$ cat src/rtl/aes_pkg.sv
// Shared AES controller types and sizing constants.
package aes_pkg;

  localparam int unsigned AES_NUM_ROUNDS = 10;
  localparam int unsigned AES_BLOCK_W    = 128;

  typedef enum logic [1:0] {
    IDLE  = 2'd0,
    ROUND = 2'd1,
    DONE  = 2'd2
  } ctrl_state_t;

  typedef enum logic [1:0] {
    ADD_ONLY = 2'd0,
    FULL     = 2'd1,
    FINAL    = 2'd2
  } round_mode_t;

endpackage

$ cat src/rtl/aes_round_controller.sv
// Iterative AES-128 encryption sequencer: owns the cipher state and walks it
// through the initial key addition, the full rounds and the final round.
module aes_round_controller
  import aes_pkg::*;
#(
  parameter int NUM_ROUNDS = AES_NUM_ROUNDS
) (
  input  logic         clk,
  input  logic         rst,
  input  logic         start,
  input  logic [127:0] data_in,
  output logic         busy,
  output logic         done,
  output logic [127:0] data_out,
  output logic         key_req,
  output logic [3:0]   key_round,
  input  logic         key_ack,
  input  logic [127:0] round_key,
  output logic [127:0] dp_state,
  output logic [1:0]   dp_mode,
  input  logic [127:0] dp_result
);

  localparam logic [3:0] LAST_ROUND = 4'(NUM_ROUNDS);

  ctrl_state_t  state_q, state_d;
  logic [3:0]   cnt_q, cnt_d;
  logic [127:0] blk_q, blk_d;
  round_mode_t  mode;

  always_ff @(posedge clk or posedge rst) begin
    if (rst) begin
      state_q <= IDLE;
      cnt_q   <= '0;
      blk_q   <= '0;
    end else begin
      state_q <= state_d;
      cnt_q   <= cnt_d;
      blk_q   <= blk_d;
    end
  end

  // Key request and round index are decoded from registered state only, so
  // they change solely on the edge following an ack.
  always_comb begin
    state_d   = state_q;
    cnt_d     = cnt_q;
    blk_d     = blk_q;
    busy      = 1'b0;
    done      = 1'b0;
    key_req   = 1'b0;
    key_round = '0;
    mode      = ADD_ONLY;
    case (state_q)
      IDLE: begin
        if (start) begin
          blk_d   = data_in;
          cnt_d   = '0;
          state_d = ROUND;
        end
      end
      ROUND: begin
        busy      = 1'b1;
        key_req   = 1'b1;
        key_round = cnt_q;
        if (cnt_q == '0)             mode = ADD_ONLY;
        else if (cnt_q == LAST_ROUND) mode = FINAL;
        else                          mode = FULL;
        if (key_ack) begin
          blk_d = dp_result;
          if (cnt_q == LAST_ROUND) state_d = DONE;
          else                     cnt_d   = cnt_q + 4'd1;
        end
      end
      DONE: begin
        done    = 1'b1;
        state_d = IDLE;
      end
      default: state_d = IDLE;
    endcase
  end

  assign dp_mode  = mode;
  assign dp_state = blk_q;
  assign data_out = blk_q;

endmodule

$ cat config.mk
export PLATFORM = sky130hd
export DESIGN_NAME = aes_round_controller
export DESIGN_NICKNAME = d
export VERILOG_FILES = /design/src/rtl/aes_pkg.sv /design/src/rtl/aes_round_controller.sv
export SDC_FILE = /design/constraint.sdc
export NUM_CORES = 1
export LEC_CHECK = 0
export ABC_AREA = 1
export BUFFER_PORTS_ARGS = -buffer_cell sky130_fd_sc_hd__clkbuf_2
export CAP_MARGIN = 20
export CORE_AREA = 2 2 256 258
export CTS_CLUSTER_SIZE = 28
export DETAILED_ROUTE_END_ITERATION = 16
export DIE_AREA = 0 0 258 260
export SLEW_MARGIN = 0
export SYNTH_ARGS = -nofsm -noshare
export SYNTH_HDL_FRONTEND = slang
export SYNTH_SLANG_ARGS = --single-unit
$ cat constraint.sdc
create_clock -name clk -period 4.4 [get_ports clk]
set_input_delay 0.44 -clock clk [delete_from_list [all_inputs] [get_ports clk]]
set_output_delay 0.44 -clock clk [all_outputs]
set_load 0.01 [all_outputs]
==> flow_metrics.tcl <==
set metrics [dict create \
    status "finished, final reports clean" \
    synth.largest_area_cell "dfrtp_1" \
    route.detailed.drc 0 \
    grt_max_degree 160 \
    cts.clk_slew.worst_paths_ns 0.06 \
    post-route-period-util 0.561 \
    areaGrowthSynthToFinish_pct 40.8 \
    diodes 0 \
    first_global_vias 6424 \
    finalWorstSetupSlack_ns 1.93 \
    p_per_area_nw_per_um2 679 \
    critPathCaptureType "primary output" \
    tns_ns 0 \
    die_width_um 258 \
    clk_latency_ns 0.46 \
    drt_iter0_drc 321 \
    design_area_um2 10700 \
    cts-buffers-inserted 17 \
    cp-start-kind "flip-flop" \
    power.switching_mw 3.24 \
    final_net_count 1772 \
    p_seq_frac 0.336 \
    synth_cell_types 17 \
    hpwl_um 20200 \
    first_pass_iters 4 \
    syn_inst 1016 \
    rows 93 \
    final_layout_size_suffix_gt1_frac 0.404 \
    core_um2 64100 \
    vias 7231 \
    mostFrequentLayoutCells "clkbuf_2, nand2_1, o21ai_0, inv_1, dfrtp_1" \
    critPathMaxFanout 6 \
    hold_viol 0 \
    start_util 0.119 \
    dieArea_um2 67100 \
    yosysWarningCount 0 \
    critPathTopFamily "simple AND/OR/NAND/NOR gates" \
    syn_area_um2 7630 \
    final_util 0.167 \
    rsz0062_at_grt "no" \
    gp_congestion 0.803 \
    tritoncts "done" \
    multi_input_area_um2 2490 \
    p_leak_nw 5.69 \
    final.fill_count 7314 \
    final_antenna_net_count 0 \
    netlist_top_cells_area "dfrtp_1, nand2_1, buf_4" \
    synth.avg_cell_area_um2 7.51 \
    relSlewSlack 0.362 \
    seqCellArea_um2 3350 \
    drv_slew 0 \
    cts-root-buf "clkbuf_16" \
    placedInstanceArea_um2 10100 \
    cp_slowest_cell "dfrtp_1" \
    ff2ff_path_depth 5 \
    post_drt_wl_per_cell_um 11.6 \
    wirelength_um 26000 \
    antenna_found_initial 0 \
    path_class "reg2out" \
    p_comb_frac 0.457 \
    cts_buffer_depth 2 \
    ys_seq_area_frac 0.440 \
    synth_nets 1407 \
    viasPerCell 3.22 \
    hold_slack_ns 0.253 \
    dp_slack_ns 1.94 \
    whs_path_depth 3 \
    grtUsageTotal 0.0760 \
    die_y_um 260 \
    ir_drop_mv 0.292 \
    ios 653 \
    cts.sinks 134 \
    io_buffers 524 \
    grt_pass1_wl_um 37300 \
    crit_chain "inv_1 > nor2_1 > nand2_1 > a31oi_1 > clkbuf_2" \
    critical_path_arrival_ns 2.03 \
    final_common_cell "clkbuf_2" \
    swShare 0.444 \
    skew_ns 0.00788 \
    slowest_delay_ns 0.50 \
    synth-seq-cells 134 \
    max_slew.worst_pin.slew_ns 0.956 \
    max_cap_violations 0 \
    fin_crit_ns 2.47 \
    fmax_mhz 405 \
    p_clk_frac 0.207 \
    critical_path_buf_inv_count 2 \
    grt_overflow 0 \
    hold_path.class "in2reg" \
    h-tree-depth 4 \
    cts_resized 0 \
    path_depth 5 \
    setup_violations 0 \
    synth.top_cell.area_share 0.440 \
    p_int_mw 4.05 \
    required_ns 3.96 \
]
[cell families (layout without fill, tap and decap cells)]
group	Yosys count	after routing	share of synthesized area
buffers and inverters	323	700	0.237
and+or+nand+nor	296	296	0.147
AOI/OAI and AO/OA	259	259	0.170
DFF	134	134	0.440
adders and majority gates	3	3	0.00492
xor gates and xnor gates	1	1	0.00115
[synthesized netlist by cell type]
| cell type | n |
|---|---|
| a21oi_1 | 1 |
| a31oi_1 | 1 |
| buf_2 | 16 |
| buf_4 | 135 |
| buf_6 | 9 |
| clkbuf_1 | 25 |
| dfrtp_1 | 134 |
| ha_1 | 3 |
| inv_1 | 138 |
| nand2_1 | 276 |
| nand2_2 | 2 |
| nand3_1 | 3 |
| nor2_1 | 15 |
| o211ai_1 | 1 |
| o21ai_0 | 184 |
| o21ai_1 | 72 |
| xor2_1 | 1 |
[state kept, by name, summed over array words and instances (netlist names)]
name / flops
data_out: 128
cnt_q: 4
state_q: 2
[power by group through the flow]
stage	sequential [mW]	combinational, mW	clock (mW)
6_report	2.45	3.33	1.51
5_1_grt	2.53	3.72	1.63
4_1_cts	2.46	3.40	1.60
3_5_place_dp	2.46	3.41	0
3_3_place_gp	2.46	3.38	0
2_1_floorplan	2.60	2.31	0
[tightest hold or removal path, delay by kind of cell]
| family | cells | cell delay [ns] |
|---|---|---|
| AO/OA/AOI/OAI | 1 | 0.09 |
| buffers and inverters | 2 | 0.14 |
[through the flow]
step           instances  total power [mW]
2_1_floorplan       1016              4.92
3_5_place_dp        2216              5.87
3_3_place_gp        2216              5.85
4_1_cts             2248              7.47
5_1_grt             2248              7.88
6_report            2248              7.29
[cell type report]
cell class                      instances  share of cell area
Sequential cell                       134               0.312
Timing Repair Buffer                  531               0.252
Multi-Input combinational cell        559               0.232
Tap cell                              855              0.0996
Inverter                              138              0.0487
Clock buffer                           19              0.0412
Clock inverter                         12              0.0143
[final timing paths]
kind	startpoint	endpoint	slack [ns]
setup reg to reg	state_q[0]	data_out[114]	2.04
hold reg to reg	data_out[36]	data_out[36]	0.51
max in group asynchronous	rst	data_out[89]	3.01
hold / removal	start	state_q[0]	0.25
setup / recovery	state_q[0]	dp_mode[0]	1.93
min in group asynchronous	rst	data_out[3]	0.56
[metal layers]
layer	vias up	share of wire	global-route usage	wire length, um
met2	379	0.49	0.130	12700
met4	0	0.046	0.0504	1190
met5	-	0	0	0
met1	3066	0.38	0.0770	9800
li1	3749	-	-	-
met3	37	0.090	0.0292	2350
[what timing repair did]
action	in CTS	in global routing
hold endpoints to repair	13	0
hold buffers	1	0
buffers inserted	0	0
No activity file was read; power rests on OpenSTA's default activity.
